File: src/rtl/router_vc_fifo.sv
// Multi-VC router input buffer: NumVc independent FIFOs of Depth flits, one push and one pop per cycle.
// Optional flit-type protocol checking is built when ROUTER_VC_FIFO_FLIT_CHECK_EN is defined.

module router_vc_fifo_lane #(
  parameter int Depth = 4,
  parameter int Width = 8
) (
  input  logic             clk,
  input  logic             rst_n,
  input  logic             push,
  input  logic             pop,
  input  logic [Width-1:0] din,
  output logic [Width-1:0] dout,
  output logic             empty,
  output logic             full
);
  localparam int PtrW = $clog2(Depth);
  localparam int CntW = $clog2(Depth + 1);
  localparam logic [PtrW-1:0] Last = PtrW'(Depth - 1);

  logic [Depth-1:0][Width-1:0] mem;
  logic [PtrW-1:0]             head, tail;
  logic [CntW-1:0]             count;

  function automatic logic [PtrW-1:0] nxt(input logic [PtrW-1:0] p);
    return (p == Last) ? '0 : p + 1'b1;
  endfunction

  always_ff @(posedge clk) begin
    if (!rst_n) begin
      mem   <= '0;
      head  <= '0;
      tail  <= '0;
      count <= '0;
    end else begin
      if (push) begin
        mem[tail] <= din;
        tail      <= nxt(tail);
      end
      if (pop) head <= nxt(head);
      // push-through on a full lane leaves count at Depth
      case ({push, pop})
        2'b10:   count <= count + 1'b1;
        2'b01:   count <= count - 1'b1;
        default: count <= count;
      endcase
    end
  end

  assign dout  = mem[head];
  assign empty = (count == '0);
  assign full  = (count == CntW'(Depth));
endmodule

module router_vc_fifo #(
  parameter int BypassEnable = 1,
  parameter int NumVc        = 4,
  parameter int Depth        = 4,
  parameter int Width        = 8,
  localparam int VcW = (NumVc > 1) ? $clog2(NumVc) : 1
) (
  input  logic             clk,
  input  logic             rst_n,
  input  logic             wr_en,
  input  logic [VcW-1:0]   wr_vc,
  input  logic [Width-1:0] data_in,
  input  logic             rd_en,
  input  logic [VcW-1:0]   rd_vc,
  output logic [Width-1:0] data_out,
  output logic [NumVc-1:0] empty,
  output logic [NumVc-1:0] full,
  output logic             credit_valid,
  output logic [VcW-1:0]   credit_vc,
  output logic             flit_err
);
  localparam logic [VcW:0] VcLim = (VcW + 1)'(NumVc);

  logic                        rd_ok, wr_ok, rd_empty, bypass;
  logic [NumVc-1:0]            rd_sel, wr_sel, pop, push;
  logic [NumVc-1:0][Width-1:0] head_flit;

  // out-of-range VC indices behave as no request
  assign rd_ok    = ({1'b0, rd_vc} < VcLim);
  assign wr_ok    = ({1'b0, wr_vc} < VcLim);
  assign rd_empty = rd_ok ? empty[rd_vc] : 1'b1;
  assign bypass   = (BypassEnable != 0) && rd_en && wr_en && rd_ok && wr_ok &&
                    (rd_vc == wr_vc) && rd_empty;

  for (genvar v = 0; v < NumVc; v++) begin : g_vc
    assign rd_sel[v] = rd_en & rd_ok & (rd_vc == VcW'(v));
    assign wr_sel[v] = wr_en & wr_ok & (wr_vc == VcW'(v));
    assign pop[v]    = rd_sel[v] & ~empty[v];
    assign push[v]   = wr_sel[v] & (~full[v] | pop[v]) & ~bypass;

    router_vc_fifo_lane #(.Depth(Depth), .Width(Width)) u_lane (
      .clk   (clk),
      .rst_n (rst_n),
      .push  (push[v]),
      .pop   (pop[v]),
      .din   (data_in),
      .dout  (head_flit[v]),
      .empty (empty[v]),
      .full  (full[v])
    );
  end

  always_comb begin
    data_out = '0;
    if ((BypassEnable != 0) && rd_empty) data_out = data_in;
    else if (rd_ok)                      data_out = head_flit[rd_vc];
  end

  always_ff @(posedge clk) begin
    if (!rst_n) begin
      credit_valid <= 1'b0;
      credit_vc    <= '0;
    end else begin
      credit_valid <= (|pop) | bypass;
      if ((|pop) | bypass) credit_vc <= rd_vc;
    end
  end

`ifdef ROUTER_VC_FIFO_FLIT_CHECK_EN
  logic [NumVc-1:0] pkt_open, wr_take;
  logic [1:0]       ftype;
  logic             err_now;

  assign ftype   = data_in[Width-1 -: 2];
  assign wr_take = push | (bypass ? wr_sel : '0);
  // heads need a closed packet, body/tail need an open one
  assign err_now = |(wr_take & (ftype[1] ? pkt_open : ~pkt_open));

  always_ff @(posedge clk) begin
    if (!rst_n) begin
      pkt_open <= '0;
      flit_err <= 1'b0;
    end else begin
      if (err_now) flit_err <= 1'b1;
      for (int v = 0; v < NumVc; v++) begin
        if (wr_take[v]) begin
          if (ftype == 2'b10)      pkt_open[v] <= 1'b1;
          else if (ftype == 2'b01) pkt_open[v] <= 1'b0;
        end
      end
    end
  end
`else
  assign flit_err = 1'b0;
`endif
endmodule

File: config.mk
export PLATFORM = sky130hd
export DESIGN_NAME = router_vc_fifo
export DESIGN_NICKNAME = d
export VERILOG_FILES = /design/src/rtl/router_vc_fifo.sv
export SDC_FILE = /design/constraint.sdc
export NUM_CORES = 1
export LEC_CHECK = 0
export ABC_AREA = 1
export ABC_CLOCK_PERIOD_IN_PS = 4900
export CAP_MARGIN = 20
export CORE_MARGIN = 5
export CORE_UTILIZATION = 38
export CTS_CLUSTER_SIZE = 25
export DETAILED_ROUTE_END_ITERATION = 16
export MAX_ROUTING_LAYER = met4
export PLACE_DENSITY_LB_ADDON = 0.12
export SETUP_SLACK_MARGIN = 0.4
export SLEW_MARGIN = 25
export SYNTH_ARGS = -nofsm -noshare
export SYNTH_HDL_FRONTEND = slang
export SYNTH_SLANG_ARGS = --single-unit
File: constraint.sdc
create_clock -name clk -period 4.9 [get_ports clk]
set_input_delay 0.98 -clock clk [delete_from_list [all_inputs] [get_ports clk]]
set_output_delay 0.98 -clock clk [all_outputs]
set_load 0.03 [all_outputs]
# Word level (Yosys, flattened, before mapping)
# Cells that the tools add are included.
# Widths: inputs -> output; s select.
# classes
add_sub_neg,16
order_cmp,13
n_eq_ne,27
n_mux,37
n_bitwise,34
reduce_logical,18
# ops
operator,n
$bwmux 32,4
$bmux 8 s2,5
$mux 8,10
$demux 8 s2,4
$eq 2x2->1 const B,16
$lt 2x3->1 const B,9
$pmux 3 s2,4
$and 1x1->1,20
$add 2x1->2 const B,8
$mux 2,8
$add 3x1->3 const B,4
$eq 2x1->1 const B,6
$eq 3x3->1 const B,4
$logic_not 3->1,4
$sub 3x1->3 const B,4
$not 1->1,9
$ge 2x1->1 const B,4
$reduce_bool 2->1,4
$logic_and 1x1->1,7
$or 1x1->1,5
$logic_not 2->1,2
$reduce_or 4->1,1
$bmux 1 s2,1
$eq 2x2->1,1
$mux 1,1
# word_totals
reg_bits,159
input_bits,16
elab_cells,175

# Longest topological paths before layout
# Gate-level depths: netlist (run 1).
# logic_depth
ltp_word,8
ltp_mapped,15

# By module
# Synthesis (run 1) repeated with hierarchy kept, for this count alone.
# hier_totals
hier_cells,1077
hier_area_um2,7492.2
# by_module_without_submodules
mod,instances,cells_per_inst,area_each_um2
router_vc_fifo_lane,4,234,1695.4
router_vc_fifo,1,141,710.7

# Least setup slack after synthesis (run 1)
# Ideal clock, no wire load.
# synth_timing
path_type,input to output
start,input port rd_vc[0]
end,output port data_out[0]
arrival_time_ns,2.305
path_slack_ns,1.615
path_stages,9
n_path_buf,2
path_cell_list,buf_6 nand2_2 inv_2 nand3_1 nand2_1 nor2_1 buf_2 nor2_1 nor2_1
# synth_via
elab_chain_len,3
# synth_lines
item,line_no,text
from (decl),68,"input logic [VcW-1:0] rd_vc,"
$bmux 8 s2 / $bmux 1 s2 (equally long branches),"110, 85",
$mux 8 (implied by the code) / $mux 1 (equally long branches),"110, 85",
$mux 8 *,109,if ((BypassEnable != 0) && rd_empty) data_out = data_in;
to (decl),69,"output logic [Width-1:0] data_out,"
# Mark *: on every way between the ends. The rest lies on a longest branch, timed or not. The select of a mux whose other input is x is not followed.

# Final worst setup path (run 1)
# layout_timing
start,input port rd_vc[0]
end,output port data_out[5]
# Same word-level chain as after synthesis.

==> flow_summary_export.csv, run 1 <==
group,metric,value,unit
status,status,"finished clean",
synthesis,synthXorXnorAreaFrac,0.000922,
cells_and_area,drive_above_1_share,0.0659,
global_route,grt_pass1_vias,7757,
global_route,met2_usage,0.309,
pwr,power.density,315,nW/um2
cells_and_area,area_delta_synth_final,11.1,%
clock_tree,clock_sinks,159,
clock_tree,cts-root-buf,"clkbuf_16",
synthesis,synth_cell_type_count,27,
sta,worstMarginPinSlew,0.938,ns
synthesis,syn-num-nets,1517,
sta,max_freq,246,MHz
global_route,grt_start_max_net_pins,78,
sta,finalSetupTns,0,ns
floorplanning,start_util,0.388,
synthesis,synth_compound_area_frac,0.0990,
detailed_routing,dr_total_vias,8555,
pwr,leakage,4.66,nW
sta,period_needed,4.07,ns
synthesis,netlist.area_leader.share,0.335,
global_route,gr-total-overflow,0,
floorplanning,num_rows,57,
cells_and_area,fin_util,0.431,
pwr,ir_drop,0.000167,V
detailed_routing,first_pass_iters,5,
floorplanning,coreArea,24500,um2
sta,rsz0062_at_grt,"false",
worst_setup_path,required,3.92,ns
global_route,grt_usage,0.194,
hold_path,hp-class,"flop to flop",
sta,slew_headroom,0.374,
global_route,grt_pass1_wl,42900,um
floorplanning,io_pins,36,
global_route,use_met1,0.267,
clock_tree,clock_path_buffers,2,
cells_and_area,instances_no_fill,1780,
clock_tree,post_cts_buffers,0,
sta,hold_viol,0,
global_route,use_met3,0.0265,
synthesis,synthMuxAreaShare,0,
cells_and_area,n_fill_cell,2599,
sta,finalMaxSlewViolations,0,
placed_design,place_hpwl,17500,um
detailed_routing,wl_per_cell,15.1,um
clock_tree,cts_tree,"done",
synthesis,yosys.area_share.simple,0.346,
synthesis,yosys_warnings,0,
synthesis,synth_top_family_by_area,"simple AND/OR/NAND/NOR gates",
global_route,grt-busiest-layer,"met2",
sta,fin_crit_sh,0.830,
synthesis,ys_seq_elements,159,
placed_design,port_buffers,34,
worst_setup_path,crit_fanout,16,
sta,fin_skew,0.0106,ns
synthesis,synthAdderAreaFrac,0.0401,
synthesis,ys_top_cells_by_area,"dfxtp_1, nand2_1, inv_1",
clock_tree,cts-buffers-inserted,17,
placed_design,placedCellCount,1748,
worst_setup_path,cp-end-kind,"output port",
synthesis,avgSynthCellArea,6.45,um2
detailed_routing,wl,26900,um
placed_design,routabilityCongestion,0.799,
synthesis,yosysSeqAreaShare,0.335,
global_route,antenna_found_initial,0,
synthesis,syn_inst,1473,
run,maxCapViolations,0,
worst_setup_path,cp.arrival,3.09,ns
clock_tree,clk_latency,0.43,ns
clock_tree,htreeDepth,4,
floorplanning,die-width,168,um
clock_tree,clkSlewWorstSetupHoldPaths,0.06,ns
floorplanning,die-area,28200,um2
synthesis,yosys.area.top_type,"dfxtp_1",
cells_and_area,diodes,0,
synthesis,syn_area,9500,um2
detailed_routing,viasPerCell,4.81,
worst_setup_path,critPathKind,"input port to output port",
worst_setup_path,startpoint_type,"input port",
detailed_routing,ant_nets,0,
cells_and_area,nets,1487,
detailed_routing,drt_iter0_drc,590,
sta,setup_violations,0,
floorplanning,chipHeight,168,um
detailed_routing,drc,0,
==> critical path, stage by stage <==
cell and delay (ns):
clkdlybuf4s50_1 0.46, buf_4 0.20, nand2_2 0.07, inv_2 0.22, nand3_1 0.11, nand2_1 0.15, nor2_1 0.06, buf_4 0.20
o21ai_0 0.12, nor2_1 0.11, nor2_1 0.10, dlymetal6s2s_1 0.29
==> metal layers <==
layer	wire, um	vias to the layer above
met5	0	-
met4	158	0
met3	954	12
met2	12500	138
met1	13300	3873
li1	-	4532
==> report_power, final <==
part           internal (W)  switching, W
clock              0.000938      0.000582
sequential          0.00133     0.0000247
combinational      0.000144      0.000306
==> logic make-up (layout without fill, tap and decap cells) <==
family / after synthesis / after routing
xor gates and xnor gates: 1 / 1
buffers and inverters: 413 / 396
other: 1 / 1
DFF: 159 / 159
AOI/OAI and AO/OA: 165 / 165
adders and majority gates: 28 / 28
and+or+nand+nor: 706 / 706
==> through the flow <==
step | total power, W | setup slack [ns] | hold slack (ns) | cell area [um2]
floorplan | 0.00169 | 1.62 | 0.454 | 9500
global placement | 0.00183 | 0.495 | 0.470 | 9870
detailed placement | 0.00183 | 0.436 | 0.474 | 9870
CTS | 0.00335 | 0.433 | 0.490 | 10500
global route | 0.00345 | 0.673 | 0.501 | 10600
finish | 0.00332 | 0.831 | 0.489 | 10600
==> cells in the final DEF (no fill, tap or decap), drive strengths merged <==
cell	netlist	final
a21oi	63	63
buf	56	22
bufinv	0	5
clkbuf	45	20
clkdlybuf4s50	0	25
clkinv	0	4
clkinvlp	0	1
conb	1	1
dfxtp	159	159
dlymetal6s2s	0	5
fa	4	4
ha	24	24
inv	312	314
nand2	307	307
nand3	62	62
nand4	128	128
nor2	205	205
nor3	4	4
o211ai	26	26
o21ai	76	76
xor2	1	1
==> synth_stat cells <==
| cell | instances |
|---|---|
| nor2_8 | 3 |
| clkbuf_1 | 45 |
| buf_2 | 17 |
| nand2_1 | 304 |
| a21oi_1 | 59 |
| buf_1 | 16 |
| fa_1 | 4 |
| inv_1 | 300 |
| o21ai_0 | 59 |
| nand3_4 | 10 |
| o21ai_1 | 16 |
| o211ai_1 | 26 |
| ha_1 | 24 |
| buf_6 | 10 |
| nor3_1 | 4 |
| buf_4 | 13 |
| conb_1 | 1 |
| nand3_1 | 42 |
| nand4_1 | 128 |
| nand3_2 | 10 |
| nand2_2 | 3 |
| o21ai_2 | 1 |
| xor2_1 | 1 |
| inv_2 | 12 |
| nor2_1 | 202 |
| a21oi_4 | 4 |
| dfxtp_1 | 159 |
==> cell type report <==
type | count | area [um2] | area share
clock buffers | 20 | 457 | 0.0433
clock inverters | 12 | 206 | 0.0196
inverters | 312 | 1170 | 0.111
multi-input cells | 901 | 4620 | 0.438
flip-flops and latches | 159 | 3180 | 0.302
well taps | 324 | 405 | 0.0384
repair buffers | 52 | 503 | 0.0477
==> what timing repair did <==
item	4_1_cts	5_1_grt
setup endpoints to repair	0	5
resized for setup	0	5
hold buffers	0	0
==> sequential cells by signal, indices dropped and copies added (netlist names) <==
signal             cells
g_vc.u_lane.mem      128
g_vc.u_lane.count     12
g_vc.u_lane.head       8
g_vc.u_lane.tail       8
credit_valid           1
credit_vc              2
==> final timing paths <==
kind	startpoint	to	slack, ns	cells past startpoint
max	rd_vc[0]	data_out[5]	0.83	12
min	g_vc[2].u_lane.count[2]	g_vc[2].u_lane.count[2]	0.49	2
max reg2reg	g_vc[0].u_lane.count[1]	g_vc[2].u_lane.mem[0]	2.43	10
min reg2reg	g_vc[2].u_lane.count[2]	g_vc[2].u_lane.count[2]	0.49	2
(Power assumes the default switching activity.)
==> run 2: changes to the inputs <==
--- a/config.mk
+++ b/config.mk
@@ -6,7 +6,7 @@
 export NUM_CORES = 1
 export LEC_CHECK = 0
 export ABC_AREA = 1
-export ABC_CLOCK_PERIOD_IN_PS = 4900
+export ABC_CLOCK_PERIOD_IN_PS = 3470
 export CAP_MARGIN = 20
 export CORE_MARGIN = 5
 export CORE_UTILIZATION = 38
==> constraint.sdc (replaced) <==
create_clock -name clk -period 3.47 [get_ports clk]
set_input_delay 0.694 -clock clk [delete_from_list [all_inputs] [get_ports clk]]
set_output_delay 0.694 -clock clk [all_outputs]
set_load 0.03 [all_outputs]
==> flow_summary_export.csv, run 2 (synthesis gave the netlist of run 1 again) <==
group,metric,value,unit
status,status,"finished clean",
sta,worstMarginPinSlew,0.957,ns
floorplanning,die-width,168,um
floorplanning,io_pins,36,
worst_setup_path,worst_path_largest_cell_delay,0.41,ns
worst_setup_path,path_buf_inv,3,
placed_design,place_ws,-0.168,ns
detailed_routing,wl,27400,um
worst_setup_path,crit_fanout,11,
worst_setup_path,cp_slowest_cell,"dlygate4sd2_1",
worst_setup_path,crit_family,"buffers and inverters",
sta,finalMaxSlewViolations,0,
worst_setup_path,cp-end-kind,"output port",
worst_setup_path,startpoint_type,"flop",
clock_tree,cts_tree,"done",
global_route,grt_pass1_vias,8075,
clock_tree,clk_latency,0.43,ns
clock_tree,cts-root-buf,"clkbuf_16",
pwr,p_total,0.00462,W
worst_setup_path,worstSetupStartpoint,"g_vc[2].u_lane.head[0]",
pwr,power.density,428,nW/um2
sta,setup_violations,0,
cells_and_area,largest_reg_flops,128,
sta,slew_headroom,0.361,
detailed_routing,viasPerCell,4.76,
sta,hold_viol,0,
sta,fin_skew,0.0107,ns
clock_tree,clkSlewWorstSetupHoldPaths,0.06,ns
placed_design,port_buffers,34,
global_route,antenna_found_initial,0,
cells_and_area,final_cell_mix,"nand2_1, inv_1, nor2_1",
placed_design,place_hpwl,18000,um
cells_and_area,top_register,"g_vc.u_lane.mem",
detailed_routing,drc,0,
clock_tree,clock_sinks,159,
cells_and_area,final_common_cell,"nand2_1",
worst_setup_path,critPathKind,"flop to output port",
clock_tree,htreeDepth,4,
sta,rsz0062_at_grt,"false",
pwr,ir_drop,0.000297,V
cells_and_area,nets,1527,
worst_setup_path,required,2.78,ns
floorplanning,die-area,28200,um2
placed_design,routabilityCongestion,0.825,
pwr,leakage,4.80,nW
cells_and_area,diodes,0,
clock_tree,clock_path_buffers,2,
worst_setup_path,worstPathCellList,"inv_1 -> o21ai_0 -> nand3_1 -> o21ai_0 -> buf_4 -> nor2_1 -> nor2_1 -> dlygate4sd2_1",
sta,fin_crit_sh,0.833,
global_route,gr-total-overflow,0,
sta,max_freq,346,MHz
sta,period_needed,2.89,ns
global_route,grt_start_max_net_pins,79,
detailed_routing,dr_total_vias,8658,
detailed_routing,wl_per_cell,15.0,um
run,maxCapViolations,0,
hold_path,min_from,"g_vc[2].u_lane.count[2]",
global_route,grt_pass1_wl,44300,um
floorplanning,coreArea,24500,um2
hold_path,hp-class,"flop to flop",
worst_setup_path,worstReg2RegStart,"g_vc[0].u_lane.count[0]",
floorplanning,start_util,0.388,
cells_and_area,drive_above_1_share,0.0949,
global_route,grt_usage,0.201,
detailed_routing,first_pass_iters,5,
cells_and_area,area_delta_synth_final,13.8,%
floorplanning,num_rows,57,
cells_and_area,fin_util,0.442,
detailed_routing,ant_nets,0,
floorplanning,chipHeight,168,um
sta,fin_ws,0.578,ns
worst_setup_path,cp.arrival,2.20,ns
clock_tree,cts-buffers-inserted,17,
clock_tree,post_cts_buffers,0,
detailed_routing,drt_iter0_drc,675,
cells_and_area,largest_registers,"g_vc.u_lane.mem (128), g_vc.u_lane.count (12)",
-- run 2: repair_timing --
| item | CTS | global route |
|---|---|---|
| hold buffers | 0 | 0 |
| endpoints found under the hold margin | 0 | 0 |
| pin swaps | 1 | 0 |
| endpoints found under the setup margin | 8 | 8 |
| resized for setup | 8 | 6 |
-- run 2: metal layers --
layer	part of all wire	track usage
met1	0.50	0.279
met2	0.45	0.309
met3	0.038	0.0284
met4	0.014	0.0533
met5	0	-
-- run 2: layout make-up --
class	instances	area [um2]
clock buffer	22	464
inverter	312	1170
sequential	159	3190
clock inverter	10	159
tap	324	405
multi-input combinational	901	4620
fill	2571	13700
timing repair buffer	92	792
-- run 2: path summary, 6_finish.rpt --
| kind | to | slack (ns) | cells after the start |
|---|---|---|---|
| max | data_out[6] | 0.58 | 8 |
| min | g_vc[2].u_lane.count[2] | 0.49 | 2 |
| max reg2reg | g_vc[0].u_lane.count[2] | 1.17 | 10 |
| min reg2reg | g_vc[2].u_lane.count[2] | 0.49 | 2 |
-- run 2: worst register-to-register path: cells and delay by family, from the launching register on --
family / cells / cell delay [ns]
and+or+nand+nor: 2 / 0.66
adders and majority gates: 2 / 0.58
buffers and inverters: 1 / 0.07
AOI/OAI and AO/OA: 5 / 0.55
DFF: 1 / 0.34
-- run 2: stage by stage --
stage,std cells,instance area (um2),setup TNS (ns),hold WS [ns]
floorplan,1473,9500,0,0.454
global placement,1788,10200,-0.267,0.474
detailed placement,1788,10200,-0.306,0.478
CTS,1820,10800,0,0.493
global route,1820,10800,0,0.516
finish,1820,10800,0,0.493
-- run 2: report_power, final --
group / internal, W / switching [W] / total (W)
registers: 0.00187 / 0.0000280 / 0.00190
clock network: 0.00124 / 0.000805 / 0.00205
logic: 0.000228 / 0.000446 / 0.000674
total: 0.00334 / 0.00128 / 0.00462
==> run 3: changes to the inputs <==
--- a/config.mk
+++ b/config.mk
@@ -6,7 +6,7 @@
 export NUM_CORES = 1
 export LEC_CHECK = 0
 export ABC_AREA = 1
-export ABC_CLOCK_PERIOD_IN_PS = 3470
+export ABC_CLOCK_PERIOD_IN_PS = 2400
 export CAP_MARGIN = 20
 export CORE_MARGIN = 5
 export CORE_UTILIZATION = 38
==> constraint.sdc (replaced) <==
create_clock -name clk -period 2.4 [get_ports clk]
set_input_delay 0.48 -clock clk [delete_from_list [all_inputs] [get_ports clk]]
set_output_delay 0.48 -clock clk [all_outputs]
set_load 0.03 [all_outputs]
==> flow_summary_export.csv, run 3 (synthesis gave the netlist of run 1 again) <==
group,metric,value,unit
status,status,"finished clean",
placed_design,routabilityCongestion,0.822,
global_route,grt_usage,0.220,
cells_and_area,largest_reg_flops,128,
detailed_routing,wl_per_cell,16.0,um
detailed_routing,ant_nets,0,
sta,finalMaxSlewViolations,0,
pwr,pwr-share-comb,0.188,
sta,fin_ws,0.0137,ns
hold_path,hp-class,"input port to flop",
floorplanning,chipHeight,168,um
cells_and_area,top_register,"g_vc.u_lane.mem",
placed_design,place_hpwl,19500,um
detailed_routing,drt_iter0_drc,741,
placed_design,port_buffers,34,
sta,fin_skew,0.00941,ns
cells_and_area,largest_registers,"g_vc.u_lane.mem (128), g_vc.u_lane.count (12)",
floorplanning,die-width,168,um
placed_design,place_ws,-0.775,ns
global_route,gr-total-overflow,0,
sta,worstMarginPinSlew,0.519,ns
worst_setup_path,cp_slowest_cell,"o211ai_1",
floorplanning,num_rows,57,
pwr,ir_drop,0.000340,V
worst_setup_path,r2r_setup_slack,0.23,ns
worst_setup_path,worst_path_largest_cell_delay,0.41,ns
global_route,antenna_found_initial,0,
sta,hold_viol,0,
clock_tree,clock_path_buffers,2,
cells_and_area,fin_util,0.519,
worst_setup_path,r2r_cells,15,
global_route,grt_pass1_vias,8834,
cells_and_area,diodes,0,
sta,slew_headroom,0.654,
pwr,p_switching,0.00203,W
cells_and_area,drive_above_1_share,0.234,
clock_tree,cts-buffers-inserted,17,
detailed_routing,drc,0,
worst_setup_path,required,1.92,ns
clock_tree,clkSlewWorstSetupHoldPaths,0.06,ns
cells_and_area,nets,1624,
pwr,pwr-share-clk,0.426,
worst_setup_path,crit_fanout,5,
run,maxCapViolations,0,
sta,max_freq,419,MHz
clock_tree,htreeDepth,4,
worst_setup_path,critPathKind,"flop to output port",
sta,rsz0062_at_grt,"true",
worst_setup_path,startpoint_type,"flop",
cells_and_area,final_common_cell,"nand2_1",
global_route,grt_pass1_wl,48500,um
pwr,power.density,562,nW/um2
floorplanning,die-area,28200,um2
worst_setup_path,path_common_cell,"nand3_1",
detailed_routing,dr_total_vias,9336,
global_route,grt_start_max_net_pins,65,
detailed_routing,viasPerCell,4.87,
clock_tree,cts-root-buf,"clkbuf_16",
cells_and_area,area_delta_synth_final,33.8,%
clock_tree,cts_tree,"done",
floorplanning,io_pins,36,
clock_tree,clk_latency,0.43,ns
clock_tree,ctsHoldBuffers,0,
pwr,leakage,5.63,nW
worst_setup_path,cp.arrival,1.91,ns
pwr,p_int,0.00511,W
cells_and_area,final_cell_mix,"nand2_1, inv_1, nor2_1",
hold_path,min_from,"rst_n",
worst_setup_path,worstPathCellList,"o211ai_1 -> nand3_1 -> nand3_1 -> nor2_1 -> buf_4 -> nor2_4 -> buf_6",
clock_tree,clock_sinks,159,
hold_path,hold_path_depth,3,
detailed_routing,first_pass_iters,6,
pwr,pwr-share-seq,0.385,
sta,period_needed,2.39,ns
hold_path,min_to,"g_vc[0].u_lane.mem[10]",
pwr,netSwitchingFraction,0.284,
sta,setup_violations,0,
floorplanning,coreArea,24500,um2
sta,fin_hold_ws,0.345,ns
sta,fin_crit_sh,0.994,
pwr,p_total,0.00714,W
worst_setup_path,r2r_end,"g_vc[2].u_lane.count[2]",
detailed_routing,wl,30700,um
worst_setup_path,worstReg2RegStart,"g_vc[2].u_lane.count[0]",
worst_setup_path,cp-end-kind,"output port",
floorplanning,start_util,0.388,
sta,finalSetupTns,0,ns
[run 3: cell types whose count changed in the layout (fill, tap and decap cells not counted), sizes merged]
cell,before,now
buf,66,165
clkdlybuf4s50,23,12
clkdlybuf4s15,0,4
dlygate4sd2,1,4
bufbuf,0,1
bufinv,4,5
clkbuf,24,23
clkinv,3,2
clkinvlp,2,3
inv,313,314
[run 3: through the flow]
step	cells	cell area (um2)
finish	1917	12700
global route	1917	12700
CTS	1906	12300
detailed placement	1857	11000
global placement	1857	11000
floorplan	1473	9720
[run 3: how the worst max path moves through the flow]
stage                           start                       to  cells past startpoint
6_report       g_vc[3].u_lane.head[0]              data_out[5]                      7
2_1_floorplan                rd_vc[0]  g_vc[1].u_lane.count[1]                     12
5_1_grt        g_vc[3].u_lane.head[0]              data_out[5]                      7
3_3_place_gp                 rd_vc[0]              data_out[5]                     12
3_5_place_dp                 rd_vc[0]              data_out[5]                     12
4_1_cts        g_vc[3].u_lane.mem[21]              data_out[5]                      8
[run 3: cell type report]
| cell class | instances | area (um2) |
|---|---|---|
| fill | 2408 | 11800 |
| clock buffer | 20 | 437 |
| tap | 324 | 405 |
| multi-input combinational | 901 | 5290 |
| timing repair buffer | 189 | 1950 |
| inverter | 312 | 1200 |
| clock inverter | 12 | 208 |
| sequential | 159 | 3210 |
[run 3: power groups by stage]
stage	Sequential, W	Combinational [W]	Clock (W)
floorplan	0.00280	0.000705	0
CTS	0.00275	0.00128	0.00311
finish	0.00275	0.00134	0.00304
global route	0.00276	0.00145	0.00319
global placement	0.00280	0.00110	0
detailed placement	0.00280	0.00111	0
[run 3: worst max-delay path, delay by kind of cell, from the launching register on]
| kind | cells | cell delay (ns) |
|---|---|---|
| and+or+nand+nor | 4 | 0.44 |
| DFF | 1 | 0.34 |
| buffers and inverters | 2 | 0.29 |
| AOI/OAI and AO/OA | 1 | 0.41 |
[run 3: per-layer routing]
metal | wire, um | GRT usage
met4 | 530 | 0.0593
met1 | 14400 | 0.292
met5 | 0 | -
met3 | 1290 | 0.0307
met2 | 14500 | 0.355
[run 3: repair_timing]
action	4_1_cts	5_1_grt
endpoints found under the setup margin	158	133
pin swaps	43	44
gates cloned	6	3
resized for setup	197	78
setup buffers	11	8
==> RTL edit 1, RTL diff (flow settings as in run 1) <==
Build with the macro `ROUTER_VC_FIFO_FLIT_CHECK_EN` defined.
--- a/src/rtl/router_vc_fifo.sv
+++ b/src/rtl/router_vc_fifo.sv
@@ -2,2 +2,4 @@
 // Optional flit-type protocol checking is built when ROUTER_VC_FIFO_FLIT_CHECK_EN is defined.
+
+`define ROUTER_VC_FIFO_FLIT_CHECK_EN
 
Formal check against the unedited RTL: not equivalent (Yosys sat finds a counterexample within 4 cycles, from zero or initial values and one cycle with rst_n low).
==> RTL edit 1 against run 1 <==
Worst setup slack worse by 50 ps. Total power down 3.0%. Design area up 1.2%. Sequential cell count up 5. Via count up 3.3%. Clock skew up 0.58 ps. Sequential share of layout area up 0.57 points. Area after synthesis up 3.8%. Wire length up 6.3%. Critical path depth down 5.
==> RTL edit 1: results <==
yosys:
  ys.warnings.count: 0
  avgSynthCellArea_um2: 6.51
  synth_common_cells: "nand2_1, inv_1, nor2_1, dfxtp_1, nand4_1"
  yosys-top-cells-area: "dfxtp_1, nand2_1, inv_1"
  yosys.cell_types.count: 34
worst_setup_path:
  arrival_ps: 3140
  crit_start: "g_vc[0].u_lane.head[0]"
  r2r_setup_slack_ps: 2370
  timing.rr.end: "g_vc[1].u_lane.mem[12]"
  crit_fanout: 19
  r2r.worst_path.cells: 9
  r2r_start: "g_vc[1].u_lane.count[0]"
  critPathMaxStageDelay_ps: 740
  cp_slowest_cell: "dfxtp_1"
routing:
  wirelength_um: 28600
  drt-met1-wl_um: 13700
  wl_met3_um: 1130
  vias: 8837
  wl_met2_um: 13300
  via_per_inst: 4.84
  firstDrtPassIters: 6
placement:
  dp_cells: 1796
  port_buffers: 35
  dp_slack_ps: 446
  dp_hpwl_um: 18500
  placed_cell_area_um2: 10100
global_routing:
  grt_pass1_wl_um: 46600
  met1_usage: 0.280
  track_usage: 0.208
  use_met3: 0.0310
  grt_pass1_vias: 8376
  grt.met2_usage: 0.331
timing:
  relSlewSlack: 0.327
  setup_ws_ps: 781
  timing.hold.ws_ps: 474
  skew_ps: 11.2
cts:
  cts_buffer_depth: 2
  clkTransAtPathRegs_ps: 70
  cts_buffers: 17
finish:
  fillCellCount: 2805
  drive_gt1_frac: 0.0536
  fin_nets: 1525
power_and_ir_drop:
  ir_drop_mv: 0.226
  leakage_nw: 4.67
  intPower_w: 0.00229
hold_path:
  hold_start: "pkt_open[2]"
  holdPathEnd: "pkt_open[2]"
outcome:
  status: "complete, no violations"
==> RTL edit 1: cell count changes in the layout (fill, tap and decap cells not counted), sizes merged, moves of 2 or more <==
cell / change
nand2: +24
nor2: -10
a21oi: +9
nand3: +6
dfxtp: +5
o21ai: -5
clkdlybuf4s50: +4
xnor2: +4
bufinv: -3
dlymetal6s2s: -3
clkinvlp: +2
==> RTL edit 1: cell families after synthesis <==
group / count (synthesis) / share of synthesized area
AO/OA/AOI/OAI: 171 / 0.0998
XOR/XNOR: 5 / 0.00444
AND/OR/NAND/NOR: 726 / 0.335
flip-flops: 164 / 0.333
buffers and inverters: 419 / 0.188
adder cells (fa/ha/maj): 29 / 0.0399
==> RTL edit 1: power groups by stage <==
stage | combinational (W) | clock [W] | sequential [W]
4_1_cts | 0.000465 | 0.00140 | 0.00139
5_1_grt | 0.000515 | 0.00146 | 0.00139
2_1_floorplan | 0.000328 | 0 | 0.00142
3_5_place_dp | 0.000463 | 0 | 0.00142
6_report | 0.000462 | 0.00137 | 0.00139
3_3_place_gp | 0.000464 | 0 | 0.00142
==> RTL edit 1: repair_timing <==
| action | in CTS | in global routing |
|---|---|---|
| hold buffers | 0 | 0 |
| resized for setup | 0 | 3 |
| endpoints found under the setup margin | 0 | 5 |
==> RTL edit 1: layout make-up <==
| class | count | area (um^2) | share of cell area |
|---|---|---|---|
| Timing Repair Buffer | 53 | 493 | 0.0462 |
| Tap cell | 335 | 419 | 0.0392 |
| Multi-Input combinational cell | 931 | 4720 | 0.442 |
| Clock buffer | 20 | 457 | 0.0428 |
| Sequential cell | 164 | 3280 | 0.307 |
| Inverter | 313 | 1180 | 0.111 |
| Clock inverter | 11 | 125 | 0.0117 |
==> RTL edit 2, RTL diff (config.mk and constraints of run 1) <==
Made on the original files. The output `credit_valid` loses its register stage (`credit_valid` becomes a continuous assignment).
--- a/src/rtl/router_vc_fifo.sv
+++ b/src/rtl/router_vc_fifo.sv
@@ -114,6 +114,4 @@
     if (!rst_n) begin
-      credit_valid <= 1'b0;
       credit_vc    <= '0;
     end else begin
-      credit_valid <= (|pop) | bypass;
       if ((|pop) | bypass) credit_vc <= rd_vc;
@@ -121,2 +119,4 @@
   end
+
+  assign credit_valid = (|pop) | bypass;
 
Check against the original RTL: not equivalent (a bounded check fails within 4 cycles, from zero or initial values and one cycle with rst_n low).
==> RTL edit 2 against run 1 <==
Total power fell by 2.3%. Critical endpoint is now credit_valid. Worst setup slack got worse by 63 ps. Fmax fell by 1.5%. Clock skew rose by 3.3 ps. Synthesized cell count fell by 0.34%. Area after synthesis rose by 1.7%. Highest routed layer unchanged. Critical path type unchanged. Worst hold slack got worse by 3.6 ps. Design area fell by 0.11%. Critical path depth fell by 3. Sequential cell count fell by 1. Wire length rose by 1.0%. Combinational power rose by 9.8%.
==> RTL edit 2: results <==
outcome:
  status: "complete, no violations"
power_and_ir_drop:
  leakage_nw: 4.65
  ir_drop_mv: 0.198
  intPower_w: 0.00232
worst_setup_path:
  crit_fanout: 10
  r2r_setup_slack_ps: 2230
  arrival_ps: 3150
  r2r_start: "g_vc[0].u_lane.count[0]"
global_routing:
  grt_max_degree: 86
  met1_usage: 0.264
  track_usage: 0.196
  grt_pass1_vias: 7807
timing:
  skew_ps: 13.9
  worstMarginPinSlew_ps: 973
  timing.hold.ws_ps: 486
routing:
  via_per_inst: 4.81
  drt-met1-wl_um: 13000
  wl_met3_um: 1120
  drt_first_iter_violations: 540
  vias: 8550
  wl_met2_um: 12700
placement:
  dp_cells: 1747
  dp_hpwl_um: 17600
  dp_slack_ps: 488
  gp_congestion: 0.818
hold_path:
  hold_start: "g_vc[3].u_lane.count[2]"
yosys:
  yosys-top-cells-area: "dfxtp_1, nand2_1, inv_1"
  yosys.cell_types.count: 30
  synth_compound_area_frac: 0.101
  synth_seq_area_share: 0.328
RTL edit 2: cell count changes after synthesis, sizes merged, moves of 2 or more:
cell	delta
buf	+4
clkbuf	-4
inv	+2
nor2	-10
o21ai	+3
RTL edit 2: worst max path at each step:
stage,cells after the start,endpoint,slack (ps),startpoint
2_1_floorplan,9,data_out[0],1570,rd_vc[0]
3_3_place_gp,12,data_out[4],520,rd_vc[1]
3_5_place_dp,12,data_out[4],490,rd_vc[1]
4_1_cts,12,data_out[4],480,rd_vc[1]
5_1_grt,9,credit_valid,650,rd_vc[1]
6_report,9,credit_valid,770,rd_vc[1]
RTL edit 2: area by class of cell:
| type | count | area [um^2] | area share |
|---|---|---|---|
| timing repair buffer | 50 | 485 | 0.0461 |
| inverter | 314 | 1180 | 0.112 |
| tap | 330 | 413 | 0.0392 |
| clock inverter | 10 | 138 | 0.0131 |
| sequential | 158 | 3160 | 0.300 |
| multi-input combinational | 895 | 4690 | 0.445 |
| clock buffer | 21 | 470 | 0.0446 |
RTL edit 2: cells by family after synthesis:
group,count (synthesis)
flip-flops,158
buffers and inverters,415
AO/OA/AOI/OAI,169
XOR/XNOR,1
adder cells (fa/ha/maj),28
AND/OR/NAND/NOR,696
other,1
RTL edit 2: worst max-delay path, cell delays in order:
cell and delay [ps]:
clkdlybuf4s50_1 450, buf_4 200, inv_2 80, nor2_8 220
nand3_1 110, nand2_1 140, o21ai_4 60, nand2_1 170
clkdlybuf4s50_1 710
RTL edit 2: power by group through the flow:
stage	sequential, W	clock, W	combinational [W]
after global placement	0.00138	0	0.000497
final	0.00135	0.00140	0.000494
after detailed placement	0.00138	0	0.000498
after CTS	0.00135	0.00143	0.000499
after floorplan	0.00137	0	0.000360
after global routing	0.00135	0.00150	0.000547
